==> config.mk <==
export PLATFORM = sky130hd
export DESIGN_NAME = debug_frame_serializer
export DESIGN_NICKNAME = d
export VERILOG_FILES = /design/src/rtl/debug_frame_serializer.sv
export SDC_FILE = /design/constraint.sdc
export NUM_CORES = 1
export LEC_CHECK = 0
export CORE_MARGIN = 1.5
export CORE_UTILIZATION = 50
export CTS_CLUSTER_DIAMETER = 30
export CTS_CLUSTER_SIZE = 40
export DETAILED_ROUTE_END_ITERATION = 10
export GPL_ROUTABILITY_DRIVEN = 0
export PLACE_DENSITY = 0.77
export SKIP_LAST_GASP = 1
export SLEW_MARGIN = 20
export SYNTH_ARGS = -nofsm -noshare
export SYNTH_HDL_FRONTEND = slang
export SYNTH_SLANG_ARGS = --single-unit
==> constraint.sdc <==
create_clock -name clk -period 2.5 [get_ports clk]
set_clock_uncertainty 0.15 [all_clocks]
set_input_delay 0.25 -clock clk [delete_from_list [all_inputs] [get_ports clk]]
set_output_delay 0.25 -clock clk [all_outputs]
set_load 0.03 [all_outputs]
==> src/rtl/debug_frame_serializer.sv <==
// Transmit-side framer for the debug UART link: captures one pipeline snapshot and
// sends it to uart_tx as SOF, payload bytes (most significant first), XOR checksum.
module debug_frame_serializer #(
  parameter int                NB_DATA = 8,
  parameter int                NB_WORD = 280,
  parameter int                NB_IDX  = 6,
  parameter logic [NB_DATA-1:0] SOF    = 8'hA5
) (
  input  logic               clk,
  input  logic               i_rst,
  input  logic               i_start,
  input  logic [NB_WORD-1:0] i_word,
  input  logic               i_txDone,
  output logic               o_tx_start,
  output logic [NB_DATA-1:0] o_data,
  output logic               o_busy,
  output logic               o_done,
  output logic [NB_IDX-1:0]  o_byte_idx
);

  localparam int N = NB_WORD / NB_DATA;
  localparam logic [NB_IDX-1:0] LAST_IDX = NB_IDX'(N + 1);

  // Reject instantiations whose geometry cannot be framed.
  if (NB_WORD == 0 || (NB_WORD % NB_DATA) != 0) begin : g_bad_word
    $error("debug_frame_serializer: NB_WORD must be a nonzero multiple of NB_DATA");
  end
  if ((64'd1 << NB_IDX) < 64'(N + 2)) begin : g_bad_idx
    $error("debug_frame_serializer: NB_IDX too narrow for N+2 byte indices");
  end

  typedef enum logic [1:0] {
    ST_IDLE,
    ST_SEND,
    ST_WAIT,
    ST_DONE
  } state_t;

  state_t             state_reg, state_next;
  logic [NB_WORD-1:0] shift_reg, shift_next;
  logic [NB_DATA-1:0] csum_reg, csum_next;
  logic [NB_IDX-1:0]  idx_reg, idx_next;
  logic [NB_DATA-1:0] top_byte;
  logic               is_payload;

  assign top_byte   = shift_reg[NB_WORD-1 -: NB_DATA];
  assign is_payload = (idx_reg != '0) && (idx_reg != LAST_IDX);

  always_ff @(posedge clk) begin
    if (i_rst) begin
      state_reg <= ST_IDLE;
      shift_reg <= '0;
      csum_reg  <= '0;
      idx_reg   <= '0;
    end else begin
      state_reg <= state_next;
      shift_reg <= shift_next;
      csum_reg  <= csum_next;
      idx_reg   <= idx_next;
    end
  end

  always_comb begin
    state_next = state_reg;
    shift_next = shift_reg;
    csum_next  = csum_reg;
    idx_next   = idx_reg;
    case (state_reg)
      ST_IDLE: begin
        if (i_start) begin
          shift_next = i_word;
          csum_next  = '0;
          idx_next   = '0;
          state_next = ST_SEND;
        end
      end
      ST_SEND: begin
        state_next = ST_WAIT;
      end
      ST_WAIT: begin
        if (i_txDone) begin
          // The checksum lands on the same edge the index reaches N+1, so the
          // following SEND cycle already drives the final XOR.
          if (is_payload) begin
            csum_next  = csum_reg ^ top_byte;
            shift_next = shift_reg << NB_DATA;
          end
          if (idx_reg == LAST_IDX) begin
            state_next = ST_DONE;
          end else begin
            idx_next   = idx_reg + NB_IDX'(1);
            state_next = ST_SEND;
          end
        end
      end
      ST_DONE: begin
        state_next = ST_IDLE;
      end
      default: begin
        state_next = ST_IDLE;
      end
    endcase
  end

  // o_data only changes on the edge that enters SEND, so it holds through WAIT.
  always_comb begin
    o_data = '0;
    if (state_reg == ST_SEND || state_reg == ST_WAIT) begin
      if (idx_reg == '0) begin
        o_data = SOF;
      end else if (idx_reg == LAST_IDX) begin
        o_data = csum_reg;
      end else begin
        o_data = top_byte;
      end
    end
  end

  assign o_tx_start = (state_reg == ST_SEND);
  assign o_busy     = (state_reg != ST_IDLE);
  assign o_done     = (state_reg == ST_DONE);
  assign o_byte_idx = idx_reg;

endmodule

* After elaboration in Yosys (flattened, before gate mapping) *
Index checks and enable logic that the tools add are counted.

operators by class
  muxes and demuxes = 19
  equality and inequality tests = 9
  $lt $le $gt $ge = 0
  add/subtract/negate cells = 1
  reduce and logical (&&, ||, !) cells = 10
  div/mod/pow operators = 0
  bitwise operators = 1
  multipliers = 0
  shifts and indexed selects = 0

operator list
  kind                                                 count
  two-way mux 280 bit                                  3
  case mux 280 bit (2 select lines)                    1
  two-way mux 8 bit                                    6
  two-way mux 6 bit                                    3
  case mux 8 bit (2 select lines)                      1
  case mux 6 bit (2 select lines)                      1
  != test 2 bit, second input constant                 4
  case mux 2 bit (4 select lines)                      1
  AND reduction 4 bit                                  2
  XOR 8 bit                                            1
  adder 6 x 1 -> 6 bit, second input constant          1
  equality test 6 bit, second input constant           1
  zero test 6 bit                                      1
  two-way mux 2 bit                                    3
  != test 6 bit, second input constant                 1
  nonzero test 6 bit                                   1
  equality test 2 bit, second input constant           2
  nonzero test 2 bit                                   2
  equality test 2 x 1 -> 1 bit, second input constant  1
  zero test 2 bit                                      1
  AND reduction 2 bit                                  1
  logical AND 1 bit                                    1
  logical OR 1 bit                                     1

word-level totals
  input bits = 284
  memories kept = 0
  latch bits = 0
  output and inout bits = 17
  ROM bits = 0
  register bits = 296
  RAM bits = 0

* Logic depth before layout (Yosys ltp) *
  depth in word-level cells = 5
  depth in mapped cells = 9

* Worst setup path before layout *
Ideal clock, no wire load.

  path kind = flip-flop to output port
  from = reg idx_reg[0], in the netlist o_byte_idx[0]
  to = out o_data[0]
  stages on the path, launching flop included = 7
  arrival = 2.094 ns
  path slack = 0.006 ns
  required time = 2.100 ns
  cells stage by stage = dfxtp_1 inv_1 ha_1 or3b_1 nor2_1 nand2_1 a31oi_1

on the way
  cells in the longest elaborated chain, start to end = 4
  elaborated cells on any way between the ends = 5

ends and longest elaborated chain
  element                   line  RTL
  start: declaration        42    logic [NB_IDX-1:0] idx_reg, idx_next;
  start signal: assignment  59    idx_reg <= idx_next;
  equality test 6 bit       111   end else if (idx_reg == LAST_IDX) begin
  two-way mux 8 bit         111
  two-way mux 8 bit *       109   if (idx_reg == '0) begin
  two-way mux 8 bit *       108   if (state_reg == ST_SEND || state_reg == ST_WAIT) begin
  end: declaration          15    output logic [NB_DATA-1:0] o_data,

Mark *: on every way between the ends. The rest lies on a longest branch, timed or not.

* Worst setup path after layout *
  from = reg idx_reg[0], in the netlist o_byte_idx[0]
  to = out o_data[5]

The elaborated chain is that of the path after synthesis.

==> impl_results.md <==
- Pleak: about 8.5 nW
- Register area share after synthesis: 38.3%
- Avg WL per Cell: 18.4 um
- FF/Latch Area: 5930 um2
- Biggest cell delay along the critical path: around 420 ps
- Max-cap violations: 0
- Avg Inst Size Synth: ~7.9 um2
- Syn. warnings: 0
- Status: finished, violations left
- Residual DRC: 0
- Area growth, synth to finish: 37.5%
- Die area: about 32000 um2
- CP arrival: ~2300 ps
- Slew Viols, Final: 0
- H-tree levels: 3
- Row Count: 64
- Clk slew on worst S/H paths: 50 ps
- Layout cells sized above 1: roughly 11%
- CP Max Fanout: 5
- Yosys cell types: 44
- Worst Path Required: roughly 2100 ps
- Class of the most critical setup path: register to output port
- Max reg flops: 280
- Syn nets: roughly 2.3k
- Fin nets: about 2.5k
- Max_slew headroom: a little under half
- Post-route cell area: approximately 21000 um2
- IO Count: 301
- Most common cell after layout, fill and taps aside: dfxtp_1
- Worst IR drop on VDD: ~0.67 mV
- Area of the multi-input gates: around 9000 um2
- Min-Delay Path Class: primary input to register
- Post-DP HPWL: roughly 28 mm
- Worst-Skew Late Latency: between 500 and 600 ps
- DP Area: between 15000 and 20000 um2
- Vias per inst: 6.00
- Period utilisation layout: 106%
- Final Hold Viols: 0
- Failing checks: negative setup slack
- Fill cell count: ~2.3k
- GRT overflow: 0
- Largest net degree at the start of global routing: roughly 150
- RSZ-0062 raised after global routing: true
- Pre-antenna DRT Iters: 7
- Pwr dens: just over 900 nW/um2
- Total power: between 0.015 and 0.02 W
- Final setup fails: 8
- PortBufs: 300
- CP max-delay cell: or3_4
- Cells after Synth: approximately 2.0k
- Most used DFF post-synth: dfxtp_1
- CTS tree: done
- Root Driver: clkbuf_16
- CP endpoint kind: output port
- Setup_tns: -984 ps
- CTS max path bufs: 3
- Vias in the first global route: about 15k
- Register bit total from synthesis: about 300
- DRT iter0 DRCs: ~1.6k
- Worst-Margin Slew: ~820 ps
- Most frequent cells in the layout: 294 x dfxtp_1, 290 x clkdlybuf4s50_1, 275 x o21ai_0
- Worst path cell trace: inv_2, ha_4, or3b_4, or3_4, a31oi_4, buf_12
- Die height: between 150 and 200 um
- Post-route ant nets: 0
- Clock Sinks: slightly below 300
- Antenna violations before repair: 0
- Final worst path period need: between 2000 and 3000 ps
- First-pass GRT wire length: 74.8 mm
- Cts bufs inserted: 68
- GRT Overall Usage: about 28%
- Post-synth EDFFs: 0
- Post-Route WL: between 40 and 50 mm
- Die Span X: 179 um
- Starting Density: around 50%
- Core ar.: slightly above 30000 um2
- Ys async rst share: 0%
- Post-layout util: a little over two thirds
- GR Util met1: 36.9%
- Setup ws final: -152 ps
- Busiest layer in global routing: met2
- Max Fclk: around 380 MHz
- Met3 Resource Use GR: under 10%
- Vias: ~16k
- Startpoint Class: register
- Met2 usage: 46.7%
- Synthesized area: between 15000 and 20000 um2
-- logic make-up after synthesis --
logic type,after synthesis,synth area share (%)
adder cells (fa/ha/maj),7,0.566
buffers and inverters,221,6.23
flip-flops,296,38.3
AO/OA/AOI/OAI,366,12.6
XOR/XNOR,2,0.113
multiplexers,273,18.0
AND/OR/NAND/NOR,802,24.2
-- cells in the mapped netlist, types with 3 or more instances --
library cell / number / share of area, %
a21oi_1: 62 / 2.0
ha_1: 7 / 0.57
mux2_2: 46 / 3.3
a31oi_1: 5 / 0.20
mux2i_1: 227 / 15
nand2b_1: 3 / 0.12
buf_1: 3 / 0.073
dfxtp_1: 296 / 38
nor2b_1: 3 / 0.12
buf_2: 51 / 1.6
nor3b_1: 8 / 0.39
nor2_1: 231 / 5.6
clkbuf_1: 148 / 3.6
o21ai_0: 275 / 8.9
nand2_1: 263 / 6.4
nand4_1: 228 / 9.2
nand3_1: 53 / 1.7
buf_6: 9 / 0.66
inv_1: 8 / 0.19
a22o_1: 8 / 0.45
a211o_1: 8 / 0.45
nor3_1: 3 / 0.097
-- where the power goes --
group	switching, W	total [W]	internal, W
sequential	0.000494	0.00613	0.00563
combinational	0.00246	0.00421	0.00175
clock	0.00276	0.00899	0.00624
total	0.00571	0.0193	0.0136
-- through the flow --
step,setup slack (ps),hold WS [ps],cells
after floorplan,5.83,226,1967
after global placement,140,293,2497
after detailed placement,8.05,298,2497
after CTS,-202,47.4,2619
after global routing,-218,80.2,2624
final,-152,72.4,2625
-- final cells by class --
class	instances	share of cell area (%)
Sequential cell	296	27.9
Clock inverter	31	2.09
Timing Repair Buffer	353	17.5
Clock buffer	89	8.89
Tap cell	396	2.33
Multi-Input combinational cell	1450	41.1
Antenna cell	1	0.0118
Inverter	9	0.182
-- timing repair --
item                                    in CTS  in global routing
hold endpoints to repair                     0                  0
gates resized for setup                     20                 17
endpoints found under the setup margin       9                102
buffers inserted                             2                  3
hold buffers                                 0                  0
cloned                                       0                  2
pin swaps                                    6                  3
-- metal layers --
layer | vias to the layer above | wire length [um]
met5 | - | 0
met4 | 0 | 1450
met3 | 118 | 3860
met2 | 696 | 23000
met1 | 7509 | 20100
li1 | 7416 | -
-- worst max-delay path: cells and delay by family, from the launching register on --
kind | cells | cell delay (ps)
buffers and inverters | 2 | 220
DFF | 1 | 320
AOI/OAI and AO/OA | 1 | 250
and+or+nand+nor | 2 | 800
adders and majority gates | 1 | 130
-- worst paths after layout --
path                  from             end  slack, ps  cells after the start
max          o_byte_idx[0]       o_data[5]       -150                      6
min                  i_rst   o_byte_idx[1]         70                      2
max reg2reg   state_reg[0]  shift_reg[241]         40                      9
min reg2reg  shift_reg[93]   shift_reg[93]        300                      2
Note: power is estimated with default switching activity, not from simulation.
